## src/rtl/mdu_sched.sv

```systemverilog
// mdu_sched: sequencer for an iterative shift-add multiply / restoring divide unit.
// Build option MDU_EARLY_OUT_EN: trivial MUL/DIVU/REMU operands complete at accept.
module mdu_sched #(
    parameter int WIDTH = 64,
    parameter int CNT_W = 7
) (
    input  logic             clk_i,
    input  logic             reset_i,
    input  logic             flush_i,
    input  logic             req_valid_i,
    output logic             req_ready_o,
    input  logic [2:0]       req_op_i,
    input  logic [WIDTH-1:0] req_a_i,
    input  logic [WIDTH-1:0] req_b_i,
    input  logic [4:0]       req_dst_i,
    output logic             resp_valid_o,
    input  logic             resp_ready_i,
    output logic [WIDTH-1:0] resp_result_o,
    output logic [4:0]       resp_dst_o,
    output logic             busy_o
);
    // state | meaning
    // IDLE  | waiting for an op, req_ready high
    // BUSY  | one multiply/divide iteration per cycle
    // DONE  | result held until downstream takes it
    typedef enum logic [1:0] {IDLE, BUSY, DONE} state_t;

    state_t           state_q, state_d;
    logic [CNT_W-1:0] cnt_q, cnt_d;
    logic [2:0]       op_q, op_d;
    logic [4:0]       dst_q, dst_d;
    logic [WIDTH-1:0] acc_q, acc_d, a_q, a_d, b_q, b_d, res_q, res_d;
    logic             qneg_q, qneg_d, rneg_q, rneg_d;

    logic             req_div, req_sdiv, req_rsvd, a_sgn, b_sgn, div_zero, div_ovf, early;
    logic [WIDTH-1:0] a_mag, b_mag, early_res;

    assign req_div  = req_op_i[2];
    assign req_sdiv = req_op_i[2] & ~req_op_i[0];
    assign req_rsvd = ~req_op_i[2] & (req_op_i[1:0] != 2'b00);
    assign a_sgn    = req_sdiv & req_a_i[WIDTH-1];
    assign b_sgn    = req_sdiv & req_b_i[WIDTH-1];
    assign a_mag    = a_sgn ? -req_a_i : req_a_i;
    assign b_mag    = b_sgn ? -req_b_i : req_b_i;
    assign div_zero = req_div & (req_b_i == '0);
    assign div_ovf  = req_sdiv & (req_a_i == {1'b1, {(WIDTH-1){1'b0}}}) & (&req_b_i);

    always_comb begin
        early     = 1'b0;
        early_res = '0;
`ifdef MDU_EARLY_OUT_EN
        if (req_op_i == 3'b000 && (req_a_i == '0 || req_b_i == '0)) begin
            early = 1'b1;
        end else if (req_op_i == 3'b101 && req_a_i < req_b_i) begin
            early = 1'b1;
        end else if (req_op_i == 3'b111 && req_a_i < req_b_i) begin
            early     = 1'b1;
            early_res = req_a_i;
        end
`endif
    end

    // Divide step: remainder is WIDTH+1 bits wide only transiently, before the compare.
    logic [WIDTH:0]   rem_sh, rem_sub;
    logic [WIDTH-1:0] mul_acc, quo_nx, rem_nx, div_res;

    assign mul_acc = acc_q + (a_q[0] ? b_q : '0);
    assign rem_sh  = {acc_q, a_q[WIDTH-1]};
    assign rem_sub = rem_sh - {1'b0, b_q};
    assign quo_nx  = {a_q[WIDTH-2:0], ~rem_sub[WIDTH]};
    assign rem_nx  = rem_sub[WIDTH] ? rem_sh[WIDTH-1:0] : rem_sub[WIDTH-1:0];
    assign div_res = op_q[1] ? (rneg_q ? -rem_nx : rem_nx) : (qneg_q ? -quo_nx : quo_nx);

    always_comb begin
        state_d = state_q;
        cnt_d   = cnt_q;
        op_d    = op_q;
        dst_d   = dst_q;
        acc_d   = acc_q;
        a_d     = a_q;
        b_d     = b_q;
        res_d   = res_q;
        qneg_d  = qneg_q;
        rneg_d  = rneg_q;
        case (state_q)
            IDLE: begin
                if (req_valid_i) begin
                    op_d    = req_op_i;
                    dst_d   = req_dst_i;
                    cnt_d   = CNT_W'(WIDTH - 1);
                    acc_d   = '0;
                    a_d     = req_div ? a_mag : req_a_i;
                    b_d     = req_div ? b_mag : req_b_i;
                    qneg_d  = a_sgn ^ b_sgn;
                    rneg_d  = a_sgn;
                    state_d = BUSY;
                    if (req_rsvd) begin
                        res_d   = '0;
                        state_d = DONE;
                    end else if (div_zero) begin
                        res_d   = req_op_i[1] ? req_a_i : '1;
                        state_d = DONE;
                    end else if (div_ovf) begin
                        res_d   = req_op_i[1] ? '0 : req_a_i;
                        state_d = DONE;
                    end else if (early) begin
                        res_d   = early_res;
                        state_d = DONE;
                    end
                end
            end
            BUSY: begin
                cnt_d = cnt_q - CNT_W'(1);
                if (op_q[2]) begin
                    acc_d = rem_nx;
                    a_d   = quo_nx;
                end else begin
                    acc_d = mul_acc;
                    a_d   = a_q >> 1;
                    b_d   = b_q << 1;
                end
                if (cnt_q == '0) begin
                    res_d   = op_q[2] ? div_res : mul_acc;
                    state_d = DONE;
                end
            end
            DONE: begin
                if (resp_ready_i) state_d = IDLE;
            end
            default: state_d = IDLE;
        endcase
        if (flush_i) state_d = IDLE;
    end

    always_ff @(posedge clk_i) begin
        if (!reset_i) begin
            state_q <= IDLE;
            cnt_q   <= '0;
            op_q    <= '0;
            dst_q   <= '0;
            acc_q   <= '0;
            a_q     <= '0;
            b_q     <= '0;
            res_q   <= '0;
            qneg_q  <= 1'b0;
            rneg_q  <= 1'b0;
        end else begin
            state_q <= state_d;
            cnt_q   <= cnt_d;
            op_q    <= op_d;
            dst_q   <= dst_d;
            acc_q   <= acc_d;
            a_q     <= a_d;
            b_q     <= b_d;
            res_q   <= res_d;
            qneg_q  <= qneg_d;
            rneg_q  <= rneg_d;
        end
    end

    assign req_ready_o   = (state_q == IDLE);
    assign resp_valid_o  = (state_q == DONE);
    assign busy_o        = (state_q != IDLE);
    assign resp_result_o = res_q;
    assign resp_dst_o    = dst_q;
endmodule

```

## config.mk

```make
export PLATFORM = sky130hd
export DESIGN_NAME = mdu_sched
export DESIGN_NICKNAME = d
export VERILOG_FILES = /design/src/rtl/mdu_sched.sv
export SDC_FILE = /design/constraint.sdc
export NUM_CORES = 2
export LEC_CHECK = 0
export BUFFER_PORTS_ARGS = -buffer_cell sky130_fd_sc_hd__buf_2
export CORE_ASPECT_RATIO = 2
export CORE_MARGIN = 1.5
export CORE_UTILIZATION = 55
export DETAILED_ROUTE_END_ITERATION = 6
export PLACE_DENSITY = 0.75
export SLEW_MARGIN = 20
export SYNTH_ARGS = -nofsm -noshare
export SYNTH_HDL_FRONTEND = slang
export SYNTH_SLANG_ARGS = --single-unit
export TNS_END_PERCENT = 5
```

## constraint.sdc

```tcl
create_clock -name clk_i -period 8.5 [get_ports clk_i]
set_input_delay 1.7 -clock clk_i [delete_from_list [all_inputs] [get_ports clk_i]]
set_output_delay 1.7 -clock clk_i [all_outputs]
set_load 0.01 [all_outputs]
```

# Word-level counts from Yosys, hierarchy flattened
# Cells that the tools add are included.
[word_totals]
register_bits = 275
inputBits = 141
out_inout_bits = 72
[classes]
addsub = 7
eq_ne = 8
muxes = 36
bitwise_logic = 12
reduce_logical = 13
[op_table]
columns = ["operator", "n"]
rows = [
  ["2-to-1 mux 64 bit", 23],
  ["case mux 64 bit (2 select lines)", 4],
  ["negator 64 bit", 4],
  ["subtractor 65 x 64 -> 65 bit", 1],
  ["adder 64 bit", 1],
  ["== test 64 bit (second input constant)", 1],
  ["logical NOT 64 bit", 1],
  ["AND reduction 64 bit", 1],
  ["case mux 7 bit (2 select lines)", 1],
  ["2-to-1 mux 2 bit", 6],
  ["AND 1 bit", 7],
  ["logical NOT 7 bit", 1],
  ["2-to-1 mux 7 bit", 1],
  ["subtractor 7 x 1 -> 7 bit (second input constant)", 1],
  ["inequality test 2 bit (second input constant)", 3],
  ["case mux 2 bit (3 select lines)", 1],
  ["AND reduction 3 bit", 2],
  ["nonzero test 2 bit", 3],
  ["inequality test 4 x 1 -> 1 bit (second input constant)", 1],
  ["NOT 1 bit", 4],
  ["AND reduction 2 bit", 2],
  ["AND reduction 4 bit", 1],
  ["== test 2 x 1 -> 1 bit (second input constant)", 1],
  ["== test 2 bit (second input constant)", 1],
  ["4 further kinds", 4],
]

# Longest topological paths before layout
[logic_depth]
word_depth = 9
mapped_depth = 29

# Least setup slack after synthesis
# OpenSTA, ideal clock, no wires.
[synth_path]
kind = "reg-to-reg"
startpoint = "reg b_q[49]"
endpoint = "reg res_q[52] (netlist: resp_result_o[52])"
t_arrival_ps = 5749
setup_slack_ps = 2630
path_stages_with_launch = 27
period_less_slack_ps = 5870
path_cell_list = "dfxtp_1 -> inv_1 -> ha_1 -> buf_2 -> a211oi_1 -> o21ai_1 -> a21bo_2 -> a31o_1 -> a211o_1 -> o21a_1 -> nor2_2 -> buf_2 -> buf_2 -> buf_2 -> buf_2 -> nand2_1 -> nand2_1 -> ha_1 -> nor4b_1 -> nand2_1 -> a2111oi_0 -> a41o_1 -> and4_1 -> nand4_1 -> mux2_2 -> a221oi_1 -> o21ai_1"
[synth_via]
elab_chain_cells = 8
word_cells_on_any_way = 13
[synth_lines]
columns = ["item", "line", "rtl"]
rows = [
  ["start: declaration", "32", "logic [WIDTH-1:0] acc_q, acc_d, a_q, a_d, b_q, b_d, res_q, res_d;"],
  ["start signal: assignment", "143", "b_q <= '0;"],
  ["start signal: assignment", "154", "b_q <= b_d;"],
  ["subtractor 65 x 64 -> 65 bit", "69", "assign rem_sub = rem_sh - {1'b0, b_q};"],
  ["2-to-1 mux 64 bit / NOT 1 bit (equally long branches)", "71, 70", ""],
  ["negator 64 bit", "72", "assign div_res = op_q[1] ? (rneg_q ? -rem_nx : rem_nx) : (qneg_q ? -quo_nx : quo_nx);"],
  ["2-to-1 mux 64 bit (2 in a row)", "72", ""],
  ["2-to-1 mux 64 bit (*)", "123", "res_d = op_q[2] ? div_res : mul_acc;"],
  ["2-to-1 mux 64 bit (*)", "122", "if (cnt_q == '0) begin"],
  ["case mux 64 bit (2 select lines) (*)", "85", "case (state_q)"],
  ["end signal: assignment", "155", "res_q <= res_d;"],
  ["end: declaration", "32", ""],
]
# Mark *: on every way between the ends. The rest lies on a longest branch, timed or not. The select of a mux whose other input is x is not followed.
# A chain may end at the register's enable or synchronous reset.

# Worst setup path after layout
[layout_path]
startpoint = "reg b_q[50]"
endpoint = "reg res_q[52] (netlist: resp_result_o[52])"
# The elaborated chain is that of the path after synthesis.

==> impl_metrics.toml <==
[global_routing]
grt_use_total = 0.452
grt-ovfl-total = 0
grt_start_max_net_pins = 134
grt_use_met3 = 0.0848
met1_usage = 0.507
grtUsageMet2 = 0.725
busiest_layer = "met2"
antenna_found_initial = 6
grt_pass1_wl_um = 200000
grt_pass1_vias = 33800

[route]
ant_nets = 0
viasPerCell = 6.73
wirelength_um = 134000
drt_iter0_drc = 3828
drt-pass1-iter-count = 7
drc_errors = 2
wire_per_inst_um = 25.1
vias = 36000

[critical_path]
cp_max_fo = 37
slowest_stage = "a31oi_1"
timing.rr.start = "b_q[50]"
r2r_slack_ps = 1160
end_kind = "flip-flop"
cp.arrival_ps = 7850
cp.required_ps = 9010
worstSetupPathType = "reg2reg"
crit_path_cell_trace = "inv_1 -> ha_1 -> nand4_1 -> nor2_1 -> nand4_1 -> a31oi_1 -> a211o_1 -> nor3_2 -> nor2_4 -> buf_4 -> nand2_1 -> nand2_1 -> ha_1 -> nor4b_1 -> nand2_1 -> a2111oi_0 -> a41o_1 -> and4_1 -> nand4_1 -> mux2_2 -> a221oi_1 -> o21ai_1"
slowest_delay_ps = 650
start_kind = "flip-flop"
r2r_end = "resp_result_o[52]"
r2r_cells = 22

[sta]
slew_violations = 0
slew_headroom = 0.145
max_freq_ghz = 0.136
tightestPinTransition_ps = 1280
hold_viol = 0
rsz0062_at_grt = "false"
period_needed_ps = 7340
setup_viol = 0
fin_crit_sh = 0.864
fin_setup_tns_ps = 0
fin_skew_ps = 16.2

[clocking]
post_cts_buffers = 0
hold_buffers = 0
clk_pin_slew_ps = 70
clock_sink_count = 274
cts_tree = "done"
cts_resized = 0
cts_buffer_depth = 3
clock-root-buffer = "clkbuf_16"
cts_made_buffers = 29
cts_htree_levels = 1
clk_latency_ps = 630

[run]
drv_cap = 0

[outcome]
status = "complete, but fails checks"
violations = "design-rule violations"

[power_and_ir_drop]
power_density_mw_per_mm2 = 159
total_power_mw = 5.26
leakage_nw = 13.0
peakVddDrop_mv = 0.140

[logic_synthesis]
synth-simple-area-share = 0.253
synth_edf_count = 0
synth_xor_xnor_area_share = 0.0892
syn-cell-area_mm2 = 0.0309
async_flop_share = 0
synthAdderAreaFrac = 0.0555
synth_fp_nets = 4893
syn_avg_cell_area_um2 = 6.70
synth-main-ff-cell = "dfxtp_1"
yosysWarnings = 0
synth_top_family_by_area = "compound AO/OA/AOI/OAI gates"
ys_types = 103
synth.ff_latch_count = 274
synth_compound_area_frac = 0.323
synthCells = 4616
yosysSeqAreaShare = 0.177
muxShareOfSynthArea = 0.0430

[hold_path]
whs_path_depth = 2
worst_hold_path.endpoint = "resp_dst_o[2]"
min_from = "resp_dst_o[2]"
hp-class = "reg2reg"

[floorplanning]
die_h_um = 338
start_util = 0.558
std_cell_rows = 122
core_mm2 = 0.0554
ios = 213
dieArea_mm2 = 0.0578
die_w_um = 171

[placed_design]
io_buffers = 212
gp_congestion = 1.08
dpl.hpwl_um = 103000

[layout]
drive_above_1_share = 0.0912
area_growth_syn_to_layout_pct = 7.12
final_nets = 4861
-- sequential cells by signal, indices dropped and copies added (netlist names) --
name and count:
resp_dst_o 5, qneg_q 1, acc_q 64, state_q 2, cnt_q 7, resp_result_o 64, rneg_q 1, op_q 2
b_q 64, a_q 64
-- Yosys cell counts (all sizes together), types with 20 or more instances --
cell type / count / area [µm²]
a221oi: 20 / 199
or3: 54 / 343
o41ai: 26 / 228
nor2b: 20 / 125
nand3: 63 / 315
a31oi: 36 / 225
inv: 132 / 495
a21oi: 560 / 2840
and2: 36 / 228
o211ai: 91 / 702
xor2: 143 / 1250
a211oi: 120 / 906
buf: 53 / 264
or4: 30 / 236
nor3: 108 / 541
o21bai: 23 / 173
nor2: 686 / 2580
mux2i: 116 / 1160
dfxtp: 274 / 5490
or2: 28 / 175
o21a: 38 / 287
o31ai: 73 / 567
clkbuf: 279 / 1050
ha: 134 / 1680
o22ai: 30 / 188
nand2b: 29 / 181
a21o: 78 / 586
nor4: 44 / 275
nand2: 451 / 1690
o21ai: 332 / 1660
xnor2: 172 / 1510
nand4: 86 / 538
-- cell families (layout without fill, tap and decap cells) --
kind of cell               count (synthesis)  in the layout
xor gates and xnor gates                 315            315
and+or+nand+nor                         1709           1709
DFF                                      274            274
AOI/OAI and AO/OA                       1587           1587
other                                      0              2
buffers and inverters                    464            453
adders and majority gates                136            136
muxes                                    131            131
-- metrics by stage --
step	setup slack, ps	area, µm²	util	hold slack [ps]	cells
CTS	1610	33100	0.598	457	5349
floorplan	2630	30900	-	450	4616
global route	781	33100	0.598	482	5349
global placement	1750	32200	0.580	441	5297
finish	1160	33100	0.598	458	5351
detailed placement	1630	32200	0.580	448	5297
-- layout by cell type, fill, tap and decap left out, types with 14 or more instances in the layout --
cell / count
a211oi_1: 119
a21o_1: 78
a21oi_1: 552
a221oi_1: 18
a22oi_1: 15
a31oi_1: 36
and2_1: 31
and3_1: 17
buf_2: 212
buf_4: 56
clkbuf_16: 29
dfxtp_1: 271
ha_1: 134
inv_1: 128
mux2_2: 15
mux2i_1: 116
nand2_1: 449
nand2b_1: 29
nand3_1: 63
nand4_1: 86
nor2_1: 682
nor2b_1: 20
nor3_1: 107
nor4_1: 43
o211ai_1: 89
o21a_1: 37
o21ai_0: 321
o21bai_1: 23
o221ai_1: 14
o22ai_1: 30
o31ai_1: 70
o41ai_1: 26
or2_2: 24
or3_1: 53
or4_1: 27
xnor2_1: 172
xor2_1: 143
-- cell type report --
type	instances	area, µm²
Antenna cell	2	5.00
Clock inverter	11	140
Timing Repair Buffer	269	1500
Sequential cell	274	5490
Fill cell	5603	22300
Multi-Input combinational cell	3878	23700
Inverter	132	502
Tap cell	744	931
Clock buffer	41	841
-- worst max-delay path, delay by kind of cell, from the launching register on --
kind / cells / cell delay, ps
adder cells (fa/ha/maj): 2 / 710
AND/OR/NAND/NOR: 11 / 2750
buffers and inverters: 2 / 590
flip-flops: 1 / 350
AO/OA/AOI/OAI: 6 / 2400
multiplexers: 1 / 360
-- worst max-delay path by stage --
stage	start	endpoint	slack [ps]	depth (start not counted)
after detailed placement	b_q[36]	resp_result_o[52]	1630	22
after floorplan	b_q[49]	resp_result_o[52]	2630	26
after CTS	b_q[36]	resp_result_o[52]	1610	22
after global routing	b_q[57]	resp_result_o[60]	780	22
after global placement	b_q[50]	resp_result_o[52]	1750	22
final	b_q[50]	resp_result_o[52]	1160	22
-- power by group --
part	internal, mW	switching, mW	leakage [nW]
sequential	1.38	0.128	2.25
clock	0.776	0.629	0.484
combinational	0.743	1.60	10.3
total	2.90	2.36	13.0
-- metal layers --
| metal | up-vias | wire, µm |
|---|---|---|
| li1 | 16700 | - |
| met1 | 16600 | 48300 |
| met2 | 2061 | 60500 |
| met3 | 615 | 12000 |
| met4 | 10 | 13500 |
| met5 | - | 80 |
(Power assumes the default switching activity.)
